[config.mk]
export PLATFORM = sky130hd
export DESIGN_NAME = vga_timing_gen
export DESIGN_NICKNAME = d
export VERILOG_FILES = /design/src/rtl/vga_timing_gen.sv
export SDC_FILE = /design/constraint.sdc
export NUM_CORES = 1
export LEC_CHECK = 0
export ABC_AREA = 1
export CAP_MARGIN = 40
export CORE_ASPECT_RATIO = 2
export CORE_UTILIZATION = 45
export CTS_BUF_LIST = sky130_fd_sc_hd__clkbuf_8
export DETAILED_ROUTE_END_ITERATION = 10
export HOLD_SLACK_MARGIN = 0.06
export PLACE_DENSITY = 0.74
export RECOVER_POWER = 50
export SETUP_SLACK_MARGIN = 0.05
export SKIP_LAST_GASP = 1
export SYNTH_ARGS = -nofsm -noshare
export SYNTH_HDL_FRONTEND = slang
export SYNTH_SLANG_ARGS = --single-unit
[constraint.sdc]
create_clock -name clk_in -period 3.85 [get_ports clk_in]
set_input_delay 1.155 -clock clk_in [delete_from_list [all_inputs] [get_ports clk_in]]
set_output_delay 1.155 -clock clk_in [all_outputs]
set_load 0.01 [all_outputs]
[src/rtl/vga_timing_gen.sv]
// vga_timing_gen: VGA raster counters with registered sync, display-enable and line/frame pulses.
// Outputs are decoded from next-state counters, so they describe the current position with no added latency.
module vga_timing_gen #(
    parameter int   H_ACTIVE = 640,
    parameter int   H_FP     = 16,
    parameter int   H_SYNC   = 96,
    parameter int   H_BP     = 48,
    parameter int   V_ACTIVE = 480,
    parameter int   V_FP     = 10,
    parameter int   V_SYNC   = 2,
    parameter int   V_BP     = 33,
    parameter logic SYNC_POL = 1'b0
) (
    input  logic       clk_in,
    input  logic       reset,
    input  logic       pix_ce,
    input  logic       enable,
    output logic       hsync,
    output logic       vsync,
    output logic       de,
    output logic [9:0] x,
    output logic [9:0] y,
    output logic       line_start,
    output logic       frame_start
);
    localparam int H_TOTAL = H_ACTIVE + H_FP + H_SYNC + H_BP;
    localparam int V_TOTAL = V_ACTIVE + V_FP + V_SYNC + V_BP;

    generate
        if (H_TOTAL > 1024 || V_TOTAL > 1024) begin : g_bad_geometry
            $error("vga_timing_gen: H_TOTAL and V_TOTAL must not exceed 1024");
        end
    endgenerate

    localparam logic [9:0]  H_LAST   = 10'(H_TOTAL - 1);
    localparam logic [9:0]  V_LAST   = 10'(V_TOTAL - 1);
    // Thresholds kept one bit wider so an active width of 1024 still compares correctly
    localparam logic [10:0] H_ACT    = 11'(H_ACTIVE);
    localparam logic [10:0] V_ACT    = 11'(V_ACTIVE);
    localparam logic [10:0] HS_FIRST = 11'(H_ACTIVE + H_FP);
    localparam logic [10:0] HS_LAST  = 11'(H_ACTIVE + H_FP + H_SYNC - 1);
    localparam logic [10:0] VS_FIRST = 11'(V_ACTIVE + V_FP);
    localparam logic [10:0] VS_LAST  = 11'(V_ACTIVE + V_FP + V_SYNC - 1);

    logic [9:0] h_cnt_q, h_cnt_d;
    logic [9:0] v_cnt_q, v_cnt_d;
    logic       hsync_q, hsync_d;
    logic       vsync_q, vsync_d;
    logic       de_q, de_d;
    logic       line_start_q, line_start_d;
    logic       frame_start_q, frame_start_d;
    logic       adv, h_wrap, v_wrap;

    always_comb begin
        adv           = pix_ce & enable;
        h_wrap        = h_cnt_q == H_LAST;
        v_wrap        = v_cnt_q == V_LAST;
        h_cnt_d       = !adv ? h_cnt_q : (h_wrap ? 10'd0 : h_cnt_q + 10'd1);
        v_cnt_d       = !(adv && h_wrap) ? v_cnt_q : (v_wrap ? 10'd0 : v_cnt_q + 10'd1);
        hsync_d       = ({1'b0, h_cnt_d} >= HS_FIRST && {1'b0, h_cnt_d} <= HS_LAST) ? SYNC_POL : ~SYNC_POL;
        vsync_d       = ({1'b0, v_cnt_d} >= VS_FIRST && {1'b0, v_cnt_d} <= VS_LAST) ? SYNC_POL : ~SYNC_POL;
        de_d          = {1'b0, h_cnt_d} < H_ACT && {1'b0, v_cnt_d} < V_ACT;
        line_start_d  = adv && h_wrap;
        frame_start_d = adv && h_wrap && v_wrap;
    end

    // Reset parks the raster on its last position so the first advance lands on (0,0)
    always_ff @(posedge clk_in or posedge reset) begin
        if (reset) begin
            h_cnt_q       <= H_LAST;
            v_cnt_q       <= V_LAST;
            hsync_q       <= ~SYNC_POL;
            vsync_q       <= ~SYNC_POL;
            de_q          <= 1'b0;
            line_start_q  <= 1'b0;
            frame_start_q <= 1'b0;
        end else begin
            h_cnt_q       <= h_cnt_d;
            v_cnt_q       <= v_cnt_d;
            hsync_q       <= hsync_d;
            vsync_q       <= vsync_d;
            de_q          <= de_d;
            line_start_q  <= line_start_d;
            frame_start_q <= frame_start_d;
        end
    end

    assign hsync       = hsync_q;
    assign vsync       = vsync_q;
    assign de          = de_q;
    assign x           = h_cnt_q;
    assign y           = v_cnt_q;
    assign line_start  = line_start_q;
    assign frame_start = frame_start_q;
endmodule

# After elaboration in Yosys (flattened, before gate mapping)
# Index checks and enable logic that the tools add are counted.
op_classes:
  n_bitwise: 1
  reduce_logical: 5
  eq_ne: 2
  add_sub_neg: 2
  magnitude_cmp: 6
  n_mux: 6
op_table:
  columns: ["cell", "n"]
  rows:
  - ["two-way mux 10 bit", 4]
  - ["adder 10 x 1 -> 10 bit, second input constant", 2]
  - ["equality test 10 bit, second input constant", 2]
  - ["greater-or-equal comparator 10 bit, second input constant", 1]
  - ["greater-or-equal comparator 10 x 9 -> 1 bit, second input constant", 1]
  - ["<= comparator 10 bit, second input constant", 1]
  - ["<= comparator 10 x 9 -> 1 bit, second input constant", 1]
  - ["< comparator 10 bit, second input constant", 1]
  - ["< comparator 10 x 9 -> 1 bit, second input constant", 1]
  - ["logical AND 1 bit", 5]
  - ["two-way mux 1 bit", 2]
  - ["bitwise AND 1 bit", 1]
totals:
  wordCells: 29
  input_bits: 4
  reg_bits: 25

# Logic depth before layout (Yosys ltp)
logic_depth:
  depth_word: 6
  depth_mapped: 12
  depth_no_buf: 12

# Worst setup path after synthesis
# Ideal clock, no wire load.
synth_path:
  kind: "input port to flip-flop"
  start: "input port pix_ce"
  end: "register de_q, in the netlist de"
  t_required_ps: 3737
  slack_ps: 1694
  arrival_ps: 2043
  stages: 10
  path_cell_list: "nand2_2 -> inv_1 -> nand4_4 -> buf_6 -> nand2_2 -> nand2_2 -> nor2_1 -> nand3_1 -> nand2_1 -> inv_1"
synth_via:
  elab_chain_len: 5
  word_cells_on_any_way: 7
synth_rtl:
  columns: ["element", "line_no", "text"]
  rows:
  - ["start, declared", "16", "input logic pix_ce,"]
  - ["bitwise AND 1 bit *", "55", "adv = pix_ce & enable;"]
  - ["logical AND 1 bit", "59", "v_cnt_d = !(adv && h_wrap) ? v_cnt_q : (v_wrap ? 10'd0 : v_cnt_q + 10'd1);"]
  - ["two-way mux 10 bit", "59", null]
  - ["< comparator 10 x 9 -> 1 bit", "62", "de_d = {1'b0, h_cnt_d} < H_ACT && {1'b0, v_cnt_d} < V_ACT;"]
  - ["logical AND 1 bit *", "62", null]
  - ["named net de_d", "49", "logic de_q, de_d;"]
  - ["end signal, assigned", "74", "de_q <= 1'b0;"]
  - ["end signal, assigned", "82", "de_q <= de_d;"]
  - ["end, declared", "49", null]
# Mark *: on every way through the listed nets, which the timed path passes. The rest lies on a longest branch.

# Final worst setup path
layout_path:
  start: "input port pix_ce"
  end: "register de_q, in the netlist de"
layout_via:
  elab_chain_len: 5
  word_cells_on_any_way: 7
layout_rtl:
  columns: ["element", "line_no", "text"]
  rows:
  - ["bitwise AND 1 bit", "55", null]
  - ["logical AND 1 bit", null, null]
  - ["named net line_start_d", "50", "logic line_start_q, line_start_d;"]
  - ["two-way mux 10 bit", "59", null]
  - ["< comparator 10 x 9 -> 1 bit", "62", null]
  - ["logical AND 1 bit", "62", null]
  - ["named net de_d", "49", null]
# The timed path passes the listed nets, and every way through them passes these cells.

==> metrics.md <==
| Metric | Value |
|---|---|
| Ant diodes | 0 |
| Initial DRC count | 47 |
| P&R area growth vs syn | 22.8% |
| Placer Congestion | 0.907 |
| Cell count after synthesis | 211 |
| Mux cell area share after synthesis | 0% |
| Relative slew slack | 32.3% |
| Nets | 251 |
| Largest family of logic cells by synthesized area | simple AND/OR/NAND/NOR gates |
| Clock Skew | 0.00197 ns |
| Failing checks | design-rule violations |
| Power per standard cell area | 357 nW/µm² |
| Most frequent cells in the layout | nand2_1, inv_1, clkdlybuf4s50_1, nor2_1, nand3_1 |
| Startpoint types | input port |
| Compound-cell area share of the yosys netlist | 4.70% |
| Slew Viols, Final | 0 |
| # port buffers | 28 |
| Hold Crit Class | flop to flop |
| Top post-synthesis cells by area | dfrtp_1, dfstp_2, nand2_1, inv_1, nand3_1 |
| P_int | 463 µW |
| Setup violators final | 0 |
| Most area-hungry cell type in the Yosys netlist | dfrtp_1 |
| Postcts setup bufs | 0 |
| Core footprint | 3230 µm² |
| Largest stage delay on the critical path | 0.53 ns |
| Post-synthesis simple-gate area fraction | 38.5% |
| Syn_nets | 218 |
| CTS buffer count | 3 |
| Top-area cell type share of the netlist area | 21.1% |
| Via count | 1430 |
| Antenna Nets Post-Route | 0 |
| Clock edge transition at the registers on the reported setup and hold paths | 0.08 ns |
| # placed instances | 270 |
| CTS resizes | 0 |
| DR vias/cell | 5.22 |
| Clk_lat worst skew | 0.26 ns |
| Maxcap violations | 0 |
| CTS HTree Levels | 1 |
| Tcrit/Tclk final | 79.5% |
| Yosys warnings | 0 |
| Dpl cell area | 1880 µm² |
| Cell area after synthesis | 1540 µm² |
| Final wirelength | 3.41 mm |
| Status | complete, but fails checks |
| Sw Pwr | 213 µW |
| Leak | 0.976 nW |
| # hold bufs at CTS | 0 |
| Worst path cell trace | dlygate4sd3_1 > nand2_1 > inv_1 > nand4_4 > clkinvlp_2 > nand2_1 > nand2_2 > nor2_1 > nand3_1 > nand2_1 > inv_1 |
| Upper clock frequency limit | 327 MHz |
| Worst-margin pin slew | 1.02 ns |
| Unrepaired setup endpoints after global routing | no |
| Hpwl dp | 2.74 mm |
| Post-route total power | 677 µW |
| Largest net degree at the start of global routing | 20 |
| I/O Pins | 29 |
| Clk network pwr share | 22.0% |
| Setup CP Type | input port to flop |
| Starting density of the core | 47.8% |
| Post-DR wirelength/cell | 12.5 µm |
| Reg power frac | 51.2% |
| Final Hold Vio Count | 0 |
| Die width | 43.4 µm |
| Worst path slowest cell | dlygate4sd3_1 |
| Max Fanout on Critical Path | 16 |
| Layout Cell Area excl Fill | 1890 µm² |
| Detailed-route DRC error count | 4 |
| Tot GR Track Use | 20.8% |
| Clock root cell | clkbuf_8 |
| Initial antenna violation count | 0 |
| First-pass GRT wire length | 5.69 mm |
| Worst hold slack | 0.538 ns |
| Syn_area_per_cell | 7.31 µm² |
| Vias in the first global route | 1352 |
| Clk sinks | 25 |
| Adder-cell share of the synthesized area | 2.43% |
| Min cycle time layout | 3.06 ns |
| GRT Residual Overflow | 0 |
| Clock tree buffer depth | 2 |
| Setup_tns | 0 ns |
| Non-filler cells, final | 274 |
| Commonest non-fill, non-tap cell in the layout | nand2_1 |
| Sw frac | 31.5% |
| CP Capture Type | flop |
| Max IR drop VDD | 0.000289 V |
| CTS tree | built |
| Most used cell, CP | nand2_1 |
| Register bit total from synthesis | 25 |
| Die Y | 84.8 µm |
| Share of the yosys chip area belonging to registers | 41.5% |
| Critical Path AT | 3.23 ns |
| Synth unique cells | 26 |
| Critical path data required time | 4.02 ns |
| Site Rows | 29 |
| Xor and xnor area share after synthesis | 2.27% |
| R2r setup slk | 1.70 ns |
| DIE AREA | 3680 µm² |
| Layout cells sized above 1 | 15.2% |
| Detailed-router iteration count before antenna repair | 7 |
| Logic pwr share | 26.8% |
[cell families after synthesis]
family / count (synthesis)
xor+xnor: 4
fa+ha+maj: 3
flops: 25
buf+inv: 41
compound gates: 12
simple gates: 126
[layout make-up]
| class | instances | area, µm² |
|---|---|---|
| Clock buffer | 3 | 41.3 |
| Clock inverter | 1 | 3.75 |
| Fill cell | 304 | 1340 |
| Inverter | 40 | 151 |
| Multi-Input combinational cell | 145 | 734 |
| Sequential cell | 25 | 641 |
| Tap cell | 31 | 38.8 |
| Timing Repair Buffer | 29 | 284 |
[flip-flops by register name, indices dropped and copies added, names as in the netlist]
signal       count
vsync            1
y               10
hsync            1
de               1
frame_start      1
x               10
line_start       1
[cells in the mapped netlist (all sizes together)]
library cell  instances
nand4                 5
nand3                19
ha                    3
buf                   1
clkinv                1
inv                  39
o21bai                2
xor2                  4
nand2                72
o21ai                 5
a21o                  1
nor3                  4
o21a                  1
a21oi                 2
a22oi                 1
dfrtp                13
nor2                 26
dfstp                12
[per-layer routing]
| metal | routed length, µm | track usage, % | vias to the layer above |
|---|---|---|---|
| li1 | - | - | 711 |
| met1 | 1180 | 21.0 | 660 |
| met2 | 1950 | 37.2 | 42 |
| met3 | 106 | 2.15 | 17 |
| met4 | 176 | 14.8 | 0 |
| met5 | 0 | 0 | - |
[worst paths after layout]
kind,start,endpoint,cells past startpoint
max reg2reg,x[1]$_DFF_PP1_,de$_DFF_PP0_,11
max in group asynchronous,reset,y[8]$_DFF_PP0_,3
max,pix_ce,de$_DFF_PP0_,11
min in group asynchronous,reset,frame_start$_DFF_PP0_,2
min reg2reg,y[9]$_DFF_PP1_,y[9]$_DFF_PP1_,2
min,y[9]$_DFF_PP1_,y[9]$_DFF_PP1_,2
[metrics by stage]
step / worst slack, ns / util (%)
after floorplan: 1.69 / -
after global placement: 0.878 / 57.3
after detailed placement: 0.852 / 58.2
after CTS: 1.13 / 59.6
after global routing: 0.617 / 58.7
final: 0.788 / 58.7
[worst max-delay path: cells and delay by family]
family        cells  cell delay, ns
buf+inv           4            1.05
simple gates      7            0.98
[power by group through the flow]
stage / registers (mW) / clock network, mW / logic, mW
4_1_cts: 0.346 / 0.154 / 0.188
3_3_place_gp: 0.349 / 0 / 0.181
2_1_floorplan: 0.357 / 0 / 0.0926
3_5_place_dp: 0.350 / 0 / 0.187
5_1_grt: 0.351 / 0.167 / 0.204
6_report: 0.346 / 0.149 / 0.181
No activity file was read; power rests on OpenSTA's default activity.
